===== config.mk =====
export PLATFORM = sky130hd
export DESIGN_NAME = ram_sp_clr
export DESIGN_NICKNAME = d
export VERILOG_FILES = /design/src/rtl/ram_pkg.sv /design/src/rtl/ram_core.sv /design/src/rtl/ram_sp_clr.sv
export SDC_FILE = /design/constraint.sdc
export NUM_CORES = 2
export LEC_CHECK = 0
export BUFFER_PORTS_ARGS = -buffer_cell sky130_fd_sc_hd__buf_2
export CORE_MARGIN = 4
export CORE_UTILIZATION = 45
export DETAILED_ROUTE_END_ITERATION = 8
export SLEW_MARGIN = 20
export SYNTH_ARGS = -nofsm -noshare
export SYNTH_HDL_FRONTEND = slang
export SYNTH_HIERARCHICAL = 1
export SYNTH_SLANG_ARGS = --single-unit
export TNS_END_PERCENT = 5

===== constraint.sdc =====
create_clock -name rclk -period 57 [get_ports rclk]
set_clock_uncertainty 0.05 [all_clocks]
set_input_delay 11.4 -clock rclk [delete_from_list [all_inputs] [get_ports rclk]]
set_output_delay 11.4 -clock rclk [all_outputs]
set_load 0.01 [all_outputs]

===== src/rtl/ram_pkg.sv =====
// Shared definitions for the self-clearing single-port RAM slice:
// default geometry and the two-state clear/idle FSM encoding.
package ram_pkg;

   localparam int DEF_DATA_W = 8;
   localparam int DEF_ADDR_W = 9;

   // Legacy-compatible state codes; the enum below is built from them.
   localparam logic [0:0] ST_CLEAR = 1'b0;
   localparam logic [0:0] ST_IDLE  = 1'b1;

   typedef enum logic [0:0] {
      CLEAR = ST_CLEAR,
      IDLE  = ST_IDLE
   } ram_state_t;

endpackage


===== src/rtl/ram_core.sv =====
// Storage array for ram_sp_clr: one write port and one registered read port.
// The array itself carries no reset; only the read register is cleared.
module ram_core
   import ram_pkg::*;
#(
   parameter int DATA_W = DEF_DATA_W,
   parameter int ADDR_W = DEF_ADDR_W
) (
   input  logic              clk,
   input  logic              rst,
   input  logic              we,
   input  logic [ADDR_W-1:0] waddr,
   input  logic [DATA_W-1:0] wdata,
   input  logic              re,
   input  logic [ADDR_W-1:0] raddr,
   output logic [DATA_W-1:0] q
);

   logic [DATA_W-1:0] mem [0:(2**ADDR_W)-1];

   // Write port: no reset, contents are initialised by the owner's clear sweep.
   always_ff @(posedge clk) begin
      if (we) mem[waddr] <= wdata;
   end

   // Read register: loads only on a read so q holds between reads.
   always_ff @(posedge clk) begin
      if (rst)     q <= '0;
      else if (re) q <= mem[raddr];
   end

endmodule


===== src/rtl/ram_sp_clr.sv =====
// ram_sp_clr: single-port RAM that sweeps CLR_VAL into every location after
// reset, then serves pipelined reads and writes.
// Optional macro RAM_SP_CLR_OUTREG_EN adds an output register stage on
// rdata/rvalid (read latency 2 instead of 1); clear/ready timing is unchanged.
//
// Handshake: an access (en=1) is accepted on a rising edge only when
// ready=1; requests presented while ready=0 are dropped, not stalled.
// rvalid is a one-cycle pulse per accepted read, in issue order.
module ram_sp_clr
   import ram_pkg::*;
#(
   parameter int                DATA_W  = DEF_DATA_W,
   parameter int                ADDR_W  = DEF_ADDR_W,
   parameter logic [DATA_W-1:0] CLR_VAL = '0
) (
   input  logic              rclk,
   input  logic              rst,
   input  logic              en,
   input  logic              we,
   input  logic [ADDR_W-1:0] addr,
   input  logic [DATA_W-1:0] wdata,
   output logic [DATA_W-1:0] rdata,
   output logic              rvalid,
   output logic              ready,
   output ram_state_t        state_dbg
);

   localparam int DEPTH = 2**ADDR_W;
   // Counter is one bit wider than the address so completion never aliases.
   localparam logic [ADDR_W:0] CLR_LAST = (ADDR_W+1)'(DEPTH - 1);

   ram_state_t        state;
   logic [ADDR_W:0]   clr_cnt;
   logic              user_acc;
   logic              core_we;
   logic              core_re;
   logic [ADDR_W-1:0] core_waddr;
   logic [DATA_W-1:0] core_wdata;
   logic [DATA_W-1:0] core_q;
   logic              rvalid_q1;

   // FSM and clear counter: sweep every location once, then go idle.
   always_ff @(posedge rclk) begin
      if (rst) begin
         state   <= CLEAR;
         clr_cnt <= '0;
      end else if (state == CLEAR) begin
         clr_cnt <= clr_cnt + 1'b1;
         if (clr_cnt == CLR_LAST) state <= IDLE;
      end
   end

   assign ready     = (state == IDLE);
   assign state_dbg = state;
   assign user_acc  = ready & en;

   // Write-port mux: the clear sweep owns the port until the FSM is idle.
   always_comb begin
      core_we    = 1'b0;
      core_waddr = addr;
      core_wdata = wdata;
      if (!rst) begin
         if (state == CLEAR) begin
            core_we    = 1'b1;
            core_waddr = clr_cnt[ADDR_W-1:0];
            core_wdata = CLR_VAL;
         end else begin
            core_we    = user_acc & we;
         end
      end
   end

   assign core_re = ~rst & user_acc & ~we;

   ram_core #(
      .DATA_W (DATA_W),
      .ADDR_W (ADDR_W)
   ) u_core (
      .clk   (rclk),
      .rst   (rst),
      .we    (core_we),
      .waddr (core_waddr),
      .wdata (core_wdata),
      .re    (core_re),
      .raddr (addr),
      .q     (core_q)
   );

   // First rvalid stage tracks the read register; reset drops in-flight reads.
   always_ff @(posedge rclk) begin
      if (rst) rvalid_q1 <= 1'b0;
      else     rvalid_q1 <= core_re;
   end

`ifdef RAM_SP_CLR_OUTREG_EN
   logic [DATA_W-1:0] rdata_q2;
   logic              rvalid_q2;

   // Extra output stage: delays data and valid together by one cycle.
   always_ff @(posedge rclk) begin
      if (rst) begin
         rdata_q2  <= '0;
         rvalid_q2 <= 1'b0;
      end else begin
         rdata_q2  <= core_q;
         rvalid_q2 <= rvalid_q1;
      end
   end

   assign rdata  = rdata_q2;
   assign rvalid = rvalid_q2;
`else
   assign rdata  = core_q;
   assign rvalid = rvalid_q1;
`endif

endmodule


# After elaboration in Yosys (flattened, before gate mapping)
# Memory sizes are Yosys's and may differ from the RTL's. A register that Yosys moved wholly into a read port is not among the register bits.
# Index checks and enable logic that the tools add are counted.
# word_totals
in_bits,21
reg_bits,12
out_inout_bits,11
memories,1
mem_bits_rw,4096
# mem_list
memory,words,width,read_ports,rd_ports_with_merged_regs,write_ports,line,text
u_core.mem,512,8,1,1,1,ram_core.sv:19,logic [DATA_W-1:0] mem [0:(2**ADDR_W)-1];
# op_classes
bitwise,6
eq_ne,1
addsub,1
mux,10
# op_table
op,n
$mux W9,2
$mux W8,2
$add A10 B1 Y10 const B,1
$eq A10 B9 Y1 const B,1
$mux W1,6
$and A1 B1 Y1,4
$not A1 Y1,2

# Longest topological paths before layout
# logic_depth
word_depth,6
depth_mapped,14
depth_no_buf,7

# Cells and area by module
# The synthesis kept the hierarchy.
# modules_own_cells
module,area_per_inst_um2,instances,cells_per_inst,seq_area_each_um2
ram_core,159767.0,1,7391,123158.1
ram_sp_clr,728.2,1,77,240.2

# Worst setup path before layout
# No wires, ideal clock.
# synth_path
kind,input -> register
from,input rst
to,"memory u_core/mem[0][0] (netlist name), data pin"
path_buffers,1
cell_stages,3
slack_ns,30.074
setup_ns,2.715
arrival_time_ns,24.161
path_cell_list,nor2_2 > buf_2 > nor2b_1
# synth_between
elab_chain_cells,1
# synth_lines
item,line,text
start: declaration,ram_sp_clr.sv:17,"input logic rst,"
$mux W8,ram_sp_clr.sv:62,if (!rst) begin
via core_wdata[0],ram_sp_clr.sv:38,logic [DATA_W-1:0] core_wdata;
end: declaration,ram_core.sv:19,
# The timed path passes the listed nets, and every way through them passes these cells.

==> flow_summary.yaml <==
clock_tree:
  clk_latency_ns: 0.96
  cts_setup_buffers: 0
  cts-buffers-inserted: 418
  root_buffer: "clkbuf_16"
  cts_resized: 0
  cts_tree: "yes"
  clkSinkCount: 4116
  clk_pin_slew_ns: 0.06
  htreeDepth: 5
  cts_hold_buf: 0
  cts_max_path_buffers: 4
critical_path:
  crit_chain: "buf_12 > buf_4 > buf_4 > buf_4 > buf_4 > mux4_2 > mux4_2 > or3_1 > o2111ai_1 > a2111oi_1 > clkdlybuf4s18_2 > o32ai_1 > o41ai_1"
  path_buf_inv: 6
  crit_path_max_fanout: 75
  max_stage_delay_ns: 0.80
  cp_common_cell: "buf_4"
  required_ns: 57.77
  worst_setup_path_start_kind: "primary input"
  critical_path.endpoint_type: "flop"
  criticalPathCategory: "in -> reg"
  cp.arrival_ns: 17.41
  slowest_stage: "buf_4"
  crit_family: "buffers and inverters"
job:
  drv_cap: 0
timing:
  maxSlewViolCount: 0
  hold_viol: 0
  rsz0062_at_grt: "false"
  worst_pin_slew_ns: 1.27
  post-route-min-period_ns: 16.64
  max_freq_mhz: 60.1
  setup_violations: 0
  maxSlewHeadroom_pct: 14.8
  whs_ns: 0.431
  timing.final.crit_share_pct: 29.2
  setup_tns_ns: 0
final_layout:
  layout_common_cells: "4096 x edfxtp_1, 1006 x mux4_2, 562 x nor2_1"
  fillers: 27879
  final_cell_area_um2: 180000
  area_delta_synth_final_pct: 12.0
  final_cell_count_no_fill: 12763
  final_common_cell: "edfxtp_1"
  fin_nets: 7673
  layout-drive-gt1-share_pct: 24.7
routing:
  wl_um: 452000
  vias_per_cell: 6.31
  wire_per_inst_um: 35.4
  drtAntennaViolNets: 0
  vias: 80511
  drc: 0
  drt_iter0_drc: 10980
  drtPass1Iterations: 6
synth:
  syn_area_um2: 160000
  synth_area_per_cell_um2: 21.5
  yosysSeqAreaShare_pct: 76.9
  synth_edf_count: 4096
  synth-seq-cells: 4116
  ys.flop_type: "edfxtp_1"
  ys_types: 81
  syn_inst: 7468
  syn_nets: 7490
  synth_async_sr_flop_share_pct: 0
  ys_warn_count: 6
floorplanning:
  pin_count: 32
  dieHeight_um: 605
  dieWidth_um: 605
  row_count: 219
  initial_core_util_pct: 45.2
  coreArea_um2: 355000
  die_area_um2: 366000
grt:
  grt_pass1_vias: 79371
  track_usage_pct: 24.4
  antenna_found_initial: 21
  grt_overflow: 0
  grt_pass1_wl_um: 633000
  grt_max_degree: 219
outcome:
  outcome: "finished, final reports clean"
pwr:
  p_leak_nw: 56.0
  total_power_mw: 6.40
  peakVddDrop_uv: 28.1
  power_density_nw_per_um2: 35.6
place:
  gp_congestion: 0.834
  place_area_um2: 166000
  port_buffers: 31
  dp_cells: 11980
  dpl.hpwl_um: 268000
min_path:
  hold_path_class: "reg -> reg"
==> area by class of cell <==
type,count,area (µm²),share of cell area [%]
Inverter,12,67.6,0.0376
Antenna cell,12,30.0,0.0167
Multi-Input combinational cell,2878,34800,19.3
Sequential cell,4116,123000,68.7
Clock inverter,251,2560,1.43
Clock buffer,518,11100,6.17
Tap cell,4751,5940,3.31
Timing Repair Buffer,225,1890,1.05
==> state kept, by name, indices dropped and copies added, names as in the netlist <==
name and cells:
u_core/mem 4096, ready 1, u_core/q 8, rvalid 1, clr_cnt 10
==> path summary, 6_finish.rpt <==
path | startpoint | slack (ns) | end | depth (start not counted)
worst min register to register | clr_cnt[9] | 0.43 | clr_cnt[9] | 2
worst max register to register | ready | 51.90 | u_core/mem[403][5] | 8
worst min-delay path | clr_cnt[9] | 0.43 | clr_cnt[9] | 2
worst max-delay path | addr[0] | 40.36 | u_core/q[6] | 13
==> per-layer routing <==
metal	wire length, µm	track usage (%)
met2	215000	38.1
met1	176000	34.5
met5	46	0
met4	16300	7.96
met3	44700	5.22
==> worst min-delay path, stage by stage, from the launching register on <==
cell and delay [ns]:
dfxtp_1 0.32, o31ai_1 0.06, a21oi_1 0.06
==> synthesized netlist by cell type (16+ instances only) <==
library cell  instances  area (µm²)
edfxtp_1           4096      123000
mux4_2             1006       22700
nor2_1              575        2160
mux2i_1             255        2550
nand2_1             235         882
clkbuf_1            178         668
buf_2               116         581
a21oi_1              81         405
a22oi_1              67         503
mux2_2               61         687
o22ai_1              61         382
o21ai_0              57         285
buf_4                56         420
buf_6                53         597
o221ai_1             53         464
nand3_1              52         260
buf_1                34         128
nor2b_1              30         188
nor3_1               28         140
a211oi_1             25         188
a31oi_1              25         156
a221oi_1             20         175
and2_1               20         125
dfxtp_1              20         400
buf_8                19         285
a32oi_1              16         140
==> per-stage QoR <==
stage               setup slack (ns)  utilization [%]
global placement               38.73             46.6
detailed placement             39.22             46.7
global route                   39.92             50.6
finish                         40.36             50.6
floorplan                      30.07                -
CTS                            40.28             50.5
==> cells by family (layout without fill, tap and decap cells) <==
family / after synthesis / in the layout / synth area share, %
flops: 4116 / 4116 / 76.9
mux: 1334 / 1334 / 16.3
simple gates: 1024 / 1024 / 2.71
compound gates: 516 / 516 / 2.28
buf+inv: 474 / 1006 / 1.77
xor+xnor: 3 / 3 / 0.0164
fa+ha+maj: 1 / 1 / 0.00779
other cells: 0 / 12 / 0
==> power by group <==
group | leakage [nW] | total (mW) | switching [mW] | internal [mW]
Sequential | 37.5 | 3.33 | 0.000848 | 3.33
Clock | 6.71 | 2.74 | 1.14 | 1.59
Combinational | 11.7 | 0.325 | 0.223 | 0.102
No activity file was read; power rests on OpenSTA's default activity.
